[src/rtl/uart_pkg.sv]
`default_nettype none
// ============================================================================
//  Module      : uart_pkg
//  Description : Shared types and defaults for the UART transmit arbiter:
//                arbiter state encoding, default requester count and
//                default inter-byte gap length.
//  Revision    : 1.0 - initial release
// ============================================================================
package uart_pkg;

    // Default number of requesters sharing the serial transmitter
    localparam int c_N_REQ_DEFAULT   = 3;
    // Default number of idle cycles between consecutive bytes
    localparam int c_GAP_CYC_DEFAULT = 1;

    // Arbiter states
    typedef enum logic [1:0] {
        ST_IDLE = 2'd0,
        ST_SEND = 2'd1,
        ST_GAP  = 2'd2
    } arb_state_t;

    // Width of a requester index; never narrower than one bit
    function automatic int idx_width(input int n);
        return (n <= 2) ? 1 : $clog2(n);
    endfunction

endpackage
`default_nettype wire

[src/rtl/uart_tx_arb_rr_pick.sv]
`default_nettype none
// ============================================================================
//  Module      : rr_pick
//  Description : Combinational round-robin winner search. The search starts
//                one position after the previous winner and wraps, so the
//                most recently served requester has the lowest priority.
//  Revision    : 1.0 - initial release
// ============================================================================
module rr_pick
    import uart_pkg::*;
#(
    parameter int N_REQ = c_N_REQ_DEFAULT,
    parameter int IW    = idx_width(N_REQ)
) (
    input  logic [N_REQ-1:0] req,
    input  logic [IW-1:0]    last_w,
    output logic [IW-1:0]    winner,
    output logic             valid
);

    logic [IW-1:0] w_idx;

    // Walk offsets from farthest to nearest so the nearest active request wins
    always_comb begin
        winner = '0;
        valid  = 1'b0;
        w_idx  = '0;
        for (int k = N_REQ; k >= 1; k--) begin
            w_idx = IW'((int'(last_w) + k) % N_REQ);
            if (req[w_idx]) begin
                winner = w_idx;
                valid  = 1'b1;
            end
        end
    end

endmodule
`default_nettype wire

[src/rtl/uart_tx_arb.sv]
`default_nettype none
// ============================================================================
//  Module      : uart_tx_arb
//  Description : Round-robin arbiter letting N_REQ requesters share one
//                serial transmitter through its send_data / Sdata_valid /
//                Send_fin handshake. One byte is in flight at a time; an
//                optional gap of GAP_CYC idle cycles separates bytes.
//                Optional feature macro: UART_TX_ARB_LOCK_EN - when defined,
//                a requester holding lock keeps the transmitter for
//                back-to-back bytes (burst hold).
//  Revision    : 1.0 - initial release
// ============================================================================
module uart_tx_arb
    import uart_pkg::*;
#(
    parameter int N_REQ   = c_N_REQ_DEFAULT,
    parameter int GAP_CYC = c_GAP_CYC_DEFAULT
) (
    input  logic                 CLK,
    input  logic                 RST,
    input  logic [N_REQ-1:0]     req,
    input  logic [8*N_REQ-1:0]   req_data,
    input  logic [N_REQ-1:0]     lock,
    output logic [N_REQ-1:0]     gnt,
    output logic [N_REQ-1:0]     done,
    output logic [7:0]           send_data,
    output logic                 Sdata_valid,
    input  logic                 Send_fin,
    output logic                 busy
);

    localparam int               c_IW       = idx_width(N_REQ);
    localparam logic [N_REQ-1:0] c_ONE      = N_REQ'(1);
    localparam logic [c_IW-1:0]  c_LAST_RST = c_IW'(N_REQ - 1);
    localparam logic [3:0]       c_GAP_LOAD = (GAP_CYC > 0) ? 4'(GAP_CYC - 1) : 4'd0;

    arb_state_t       r_state;
    arb_state_t       w_state_next;
    logic [c_IW-1:0]  r_last_w;
    logic [7:0]       r_send_data;
    logic [N_REQ-1:0] r_gnt;
    logic [N_REQ-1:0] r_done;
    logic [3:0]       r_gap_cnt;

    logic [c_IW-1:0]  w_rr_win;
    logic             w_rr_valid;
    logic [c_IW-1:0]  w_win;
    logic             w_win_valid;
    logic             w_grant;
    logic             w_finish;

    rr_pick #(
        .N_REQ (N_REQ),
        .IW    (c_IW)
    ) u_rr_pick (
        .req    (req),
        .last_w (r_last_w),
        .winner (w_rr_win),
        .valid  (w_rr_valid)
    );

`ifdef UART_TX_ARB_LOCK_EN
    logic r_have_owner;
    logic w_hold;

    // A locked, still-requesting previous winner overrides round-robin
    always_comb begin
        w_hold      = r_have_owner & lock[r_last_w] & req[r_last_w];
        w_win       = w_hold ? r_last_w : w_rr_win;
        w_win_valid = w_hold | w_rr_valid;
    end

    // Tracks whether last_w names a real previous grant (not the reset value)
    always_ff @(posedge CLK) begin
        if (RST) begin
            r_have_owner <= 1'b0;
        end else if (w_grant) begin
            r_have_owner <= 1'b1;
        end
    end
`else
    logic w_unused_lock;

    // Burst hold is compiled out; lock is accepted but has no effect
    always_comb begin
        w_win         = w_rr_win;
        w_win_valid   = w_rr_valid;
        w_unused_lock = ^lock;
    end
`endif

    // State register
    always_ff @(posedge CLK) begin
        if (RST) begin
            r_state <= ST_IDLE;
        end else begin
            r_state <= w_state_next;
        end
    end

    // Next-state logic; Send_fin only has meaning while a byte is in flight
    always_comb begin
        w_state_next = r_state;
        w_grant      = 1'b0;
        w_finish     = 1'b0;
        case (r_state)
            ST_IDLE: begin
                if (w_win_valid) begin
                    w_state_next = ST_SEND;
                    w_grant      = 1'b1;
                end
            end
            ST_SEND: begin
                if (Send_fin) begin
                    w_finish     = 1'b1;
                    w_state_next = (GAP_CYC == 0) ? ST_IDLE : ST_GAP;
                end
            end
            ST_GAP: begin
                if (r_gap_cnt == 4'd0) begin
                    w_state_next = ST_IDLE;
                end
            end
            default: begin
                w_state_next = ST_IDLE;
            end
        endcase
    end

    // Grant/done pulses, winner history, byte latch and gap counter
    always_ff @(posedge CLK) begin
        if (RST) begin
            r_last_w    <= c_LAST_RST;
            r_send_data <= 8'd0;
            r_gnt       <= '0;
            r_done      <= '0;
            r_gap_cnt   <= 4'd0;
        end else begin
            r_gnt  <= '0;
            r_done <= '0;
            if (w_grant) begin
                r_gnt       <= c_ONE << w_win;
                r_last_w    <= w_win;
                r_send_data <= req_data[{w_win, 3'b000} +: 8];
            end
            if (w_finish) begin
                r_done    <= c_ONE << r_last_w;
                r_gap_cnt <= c_GAP_LOAD;
            end else if ((r_state == ST_GAP) && (r_gap_cnt != 4'd0)) begin
                r_gap_cnt <= r_gap_cnt - 4'd1;
            end
        end
    end

    assign gnt         = r_gnt;
    assign done        = r_done;
    assign send_data   = r_send_data;
    assign Sdata_valid = (r_state == ST_SEND);
    assign busy        = (r_state != ST_IDLE);

endmodule
`default_nettype wire

[config.mk]
export PLATFORM = sky130hd
export DESIGN_NAME = uart_tx_arb
export DESIGN_NICKNAME = d
export VERILOG_FILES = /design/src/rtl/uart_pkg.sv /design/src/rtl/uart_tx_arb_rr_pick.sv /design/src/rtl/uart_tx_arb.sv
export SDC_FILE = /design/constraint.sdc
export NUM_CORES = 1
export LEC_CHECK = 0
export ABC_AREA = 1
export CAP_MARGIN = 25
export CORE_UTILIZATION = 45
export DETAILED_ROUTE_END_ITERATION = 6
export DONT_BUFFER_PORTS = 1
export GPL_ROUTABILITY_DRIVEN = 0
export GPL_TIMING_DRIVEN = 0
export SETUP_SLACK_MARGIN = 0.15
export SKIP_CTS_REPAIR_TIMING = 1
export SLEW_MARGIN = 20
export SYNTH_ARGS = -nofsm -noshare
export SYNTH_HDL_FRONTEND = slang
export SYNTH_HIERARCHICAL = 1
export SYNTH_SLANG_ARGS = --single-unit
[constraint.sdc]
create_clock -name CLK -period 1.95 [get_ports CLK]
set_input_delay 0.195 -clock CLK [delete_from_list [all_inputs] [get_ports CLK]]
set_output_delay 0.195 -clock CLK [all_outputs]
set_load 0.03 [all_outputs]
==> results.cfg <==
[status]
status = finished, final reports clean

[logic_synthesis]
synth_top_family_by_area = simple AND/OR/NAND/NOR gates
yosys.area_share.simple_pct = 32.23
synth_top_area_share_pct = 36.48
syn_area_sq_mm = 0.001207
synth_nets = 214
yosysWarnings = 6
seq_area_frac_synth_pct = 36.48
synth_xor_area_share_pct = 0.7254
synth_area_leader_cell = dfxtp_1
yosysUniqueCellTypes = 23
synthAdderAreaFrac_pct = 5.181
syn_inst = 176
synth.avg_cell_area_sq_um = 6.860
synth-compound-area-share_pct = 16.89
ys_ff_latch = 22
synth_mux_area_share_pct = 0
synth_area_leaders = dfxtp_1 36%, nand2_1 9.3%, a21oi_1 8.3%

[die]
die_area_sq_mm = 0.002894
ios = 49
fp.dieW_microns = 53.80
die_y_microns = 53.80
core_sq_mm = 0.002500
rows = 18
initial_core_util_pct = 48.30

[global_route]
grt_pass1_wl_microns = 4174
antenna_found_initial = 0
grt_use_total_pct = 19.74
grt_pass1_vias = 1006
grt_max_degree = 14
grt-ovfl-total = 0

[setup_path]
path_class = flop to flop
r2r-start = r_last_w[0]$_SDFFE_PP0P_
critPathSlowestCell = dfxtp_4
cpPeakStageDelay_ps = 400
end_kind = flop
worstPathRequired_ps = 2200
startpoint = r_last_w[0]$_SDFFE_PP0P_
path_max_fanout = 7
path_cells = inv_4 -> ha_4 -> o21ai_2 -> a21oi_2 -> nand2_1 -> nand2_1 -> buf_6 -> inv_2 -> nor2_4 -> buf_12 -> a21oi_1 -> a21oi_1
crit_arrival_ps = 2080
start_kind = flop

[route]
antenna_left = 0
via_count = 1128
drc = 0
routed_wl_microns = 2773
wl_per_cell_microns = 12.90
dr.pass1.iters = 4
avgViaCountPerCell = 5.247
drtIter0Drc = 25

[timing]
fin_crit_ps = 1828
drv_slew = 0
worstMarginPinSlew_ps = 335.9
hold_slack_ps = 23.19
finalClockSkew_ps = 15.55
tns_ps = 0
clock.fmax_ghz = 0.5471
relSlewSlack_pct = 77.58
finalHoldViolCount = 0
setup_viol = 0
finalCritPeriodShare_pct = 93.73
rsz0062_at_grt = yes

[clock_network]
cts_tree = done
clock_path_buffers = 2
clock-sinks = 22
root_buffer = clkbuf_4
clk_pin_slew_ps = 140
cts_buffers = 3
worstSkewPairLatency_ps = 320
htree_levels = 1

[final_layout]
diodes = 0
fin_util_pct = 57.51
drive_above_1_share_pct = 22.70
areaGrowthSynthToFinish_pct = 19.07
stdcell_area_sq_mm = 0.001438
fin_nets = 224

[pwr]
p_per_area_mw_per_mm2 = 1912
ir_drop_v = 0.001016
power_mw = 2.748
p_leak_nw = 0.6378

[placement]
port_buffers = 0
dp_hpwl_microns = 1957
place_area_sq_mm = 0.001265

[hold_path]
min_path_type = input pin to flop
holdCritStartpoint = RST

[run]
maxCapViolations = 0
==> worst max-delay path, delay by kind of cell, from the launching register on <==
kind	cells	cell delay [ps]
AND/OR/NAND/NOR	3	290
flip-flops	1	400
AO/OA/AOI/OAI	4	440
buffers and inverters	4	340
adder cells (fa/ha/maj)	1	310
==> final cells by class <==
cell class              count  area, sq um
plain buffers               2        18.77
multi-input cells         128        720.7
well taps                  30        37.54
repair buffers              5        65.06
fillers                   248         1062
clock inverters             1        30.03
inverters                  24        95.09
flip-flops and latches     22        447.9
clock buffers               3        22.52
==> per-stage QoR <==
| stage | setup WS, ps | std cells |
|---|---|---|
| after detailed placement | -1.780 | 206 |
| final | 122.3 | 215 |
| after global routing | -4.194 | 215 |
| after CTS | -37.75 | 210 |
| after floorplan | 217.6 | 176 |
| after global placement | 35.00 | 206 |
==> cells in the mapped netlist <==
master,number
a21oi_2,1
clkinv_1,1
inv_1,19
o21ai_1,2
nor3_1,3
o21ai_0,17
nand3_1,9
nand3_2,2
nand2_2,2
xor2_1,1
ha_1,5
nor2_2,3
inv_2,4
dfxtp_1,22
nand4_1,2
nor4_1,1
nor2_1,25
nand2_1,30
a21oi_1,20
buf_4,1
nand3b_1,1
buf_2,1
nor2_4,4
==> state kept, by name (all words and copies together), names as in the netlist <==
name and cells:
done 3, gnt 3, r_gap_cnt 4, r_last_w 2
r_state 2, send_data 8
==> routing by layer <==
| metal | track usage [%] | part of all wire, % |
|---|---|---|
| met5 | 0 | 0 |
| met4 | 7.895 | 0.97 |
| met3 | 4.237 | 6.5 |
| met2 | 31.28 | 48 |
| met1 | 25.77 | 45 |
==> report_power, final <==
part | total, mW | internal (mW) | switching (mW)
sequential | 0.849 | 0.585 | 0.264
combinational | 1.54 | 0.610 | 0.928
clock | 0.361 | 0.208 | 0.153
total | 2.75 | 1.40 | 1.35
==> worst paths after layout <==
path | depth (start not counted) | slack, ps | to
hold reg to reg | 2 | 510 | r_gap_cnt[0]$_SDFFE_PP0P_
hold / removal | 3 | 20 | r_state[0]$_SDFFE_PP0P_
setup / recovery | 12 | 120 | send_data[1]$_SDFFE_PP0P_
setup reg to reg | 12 | 120 | send_data[1]$_SDFFE_PP0P_
==> logic make-up after synthesis <==
family / count (synthesis)
AO/OA/AOI/OAI: 40
XOR/XNOR: 1
adder cells (fa/ha/maj): 5
buffers and inverters: 26
flip-flops: 22
AND/OR/NAND/NOR: 82
==> placed cells by master (no fill, tap or decap) <==
cell,count
buf_4,2
buf_12,2
nor2_2,3
xor2_1,1
dfxtp_1,20
nand2_1,28
nor3_4,1
inv_2,7
a21oi_1,19
nand3_1,9
o21ai_1,3
buf_6,1
bufinv_16,1
nor3_2,1
a21oi_2,2
ha_2,1
dlygate4sd3_1,1
clkbuf_4,4
o21ai_2,1
inv_4,2
nand4_1,2
nor3_1,1
nor2_4,4
inv_1,15
ha_1,2
dfxtp_4,2
o21ai_0,15
nand3b_1,1
nor2_1,25
nand3_2,2
nand2_2,4
ha_4,2
nor4_1,1
No activity file was read; power rests on OpenSTA's default activity.
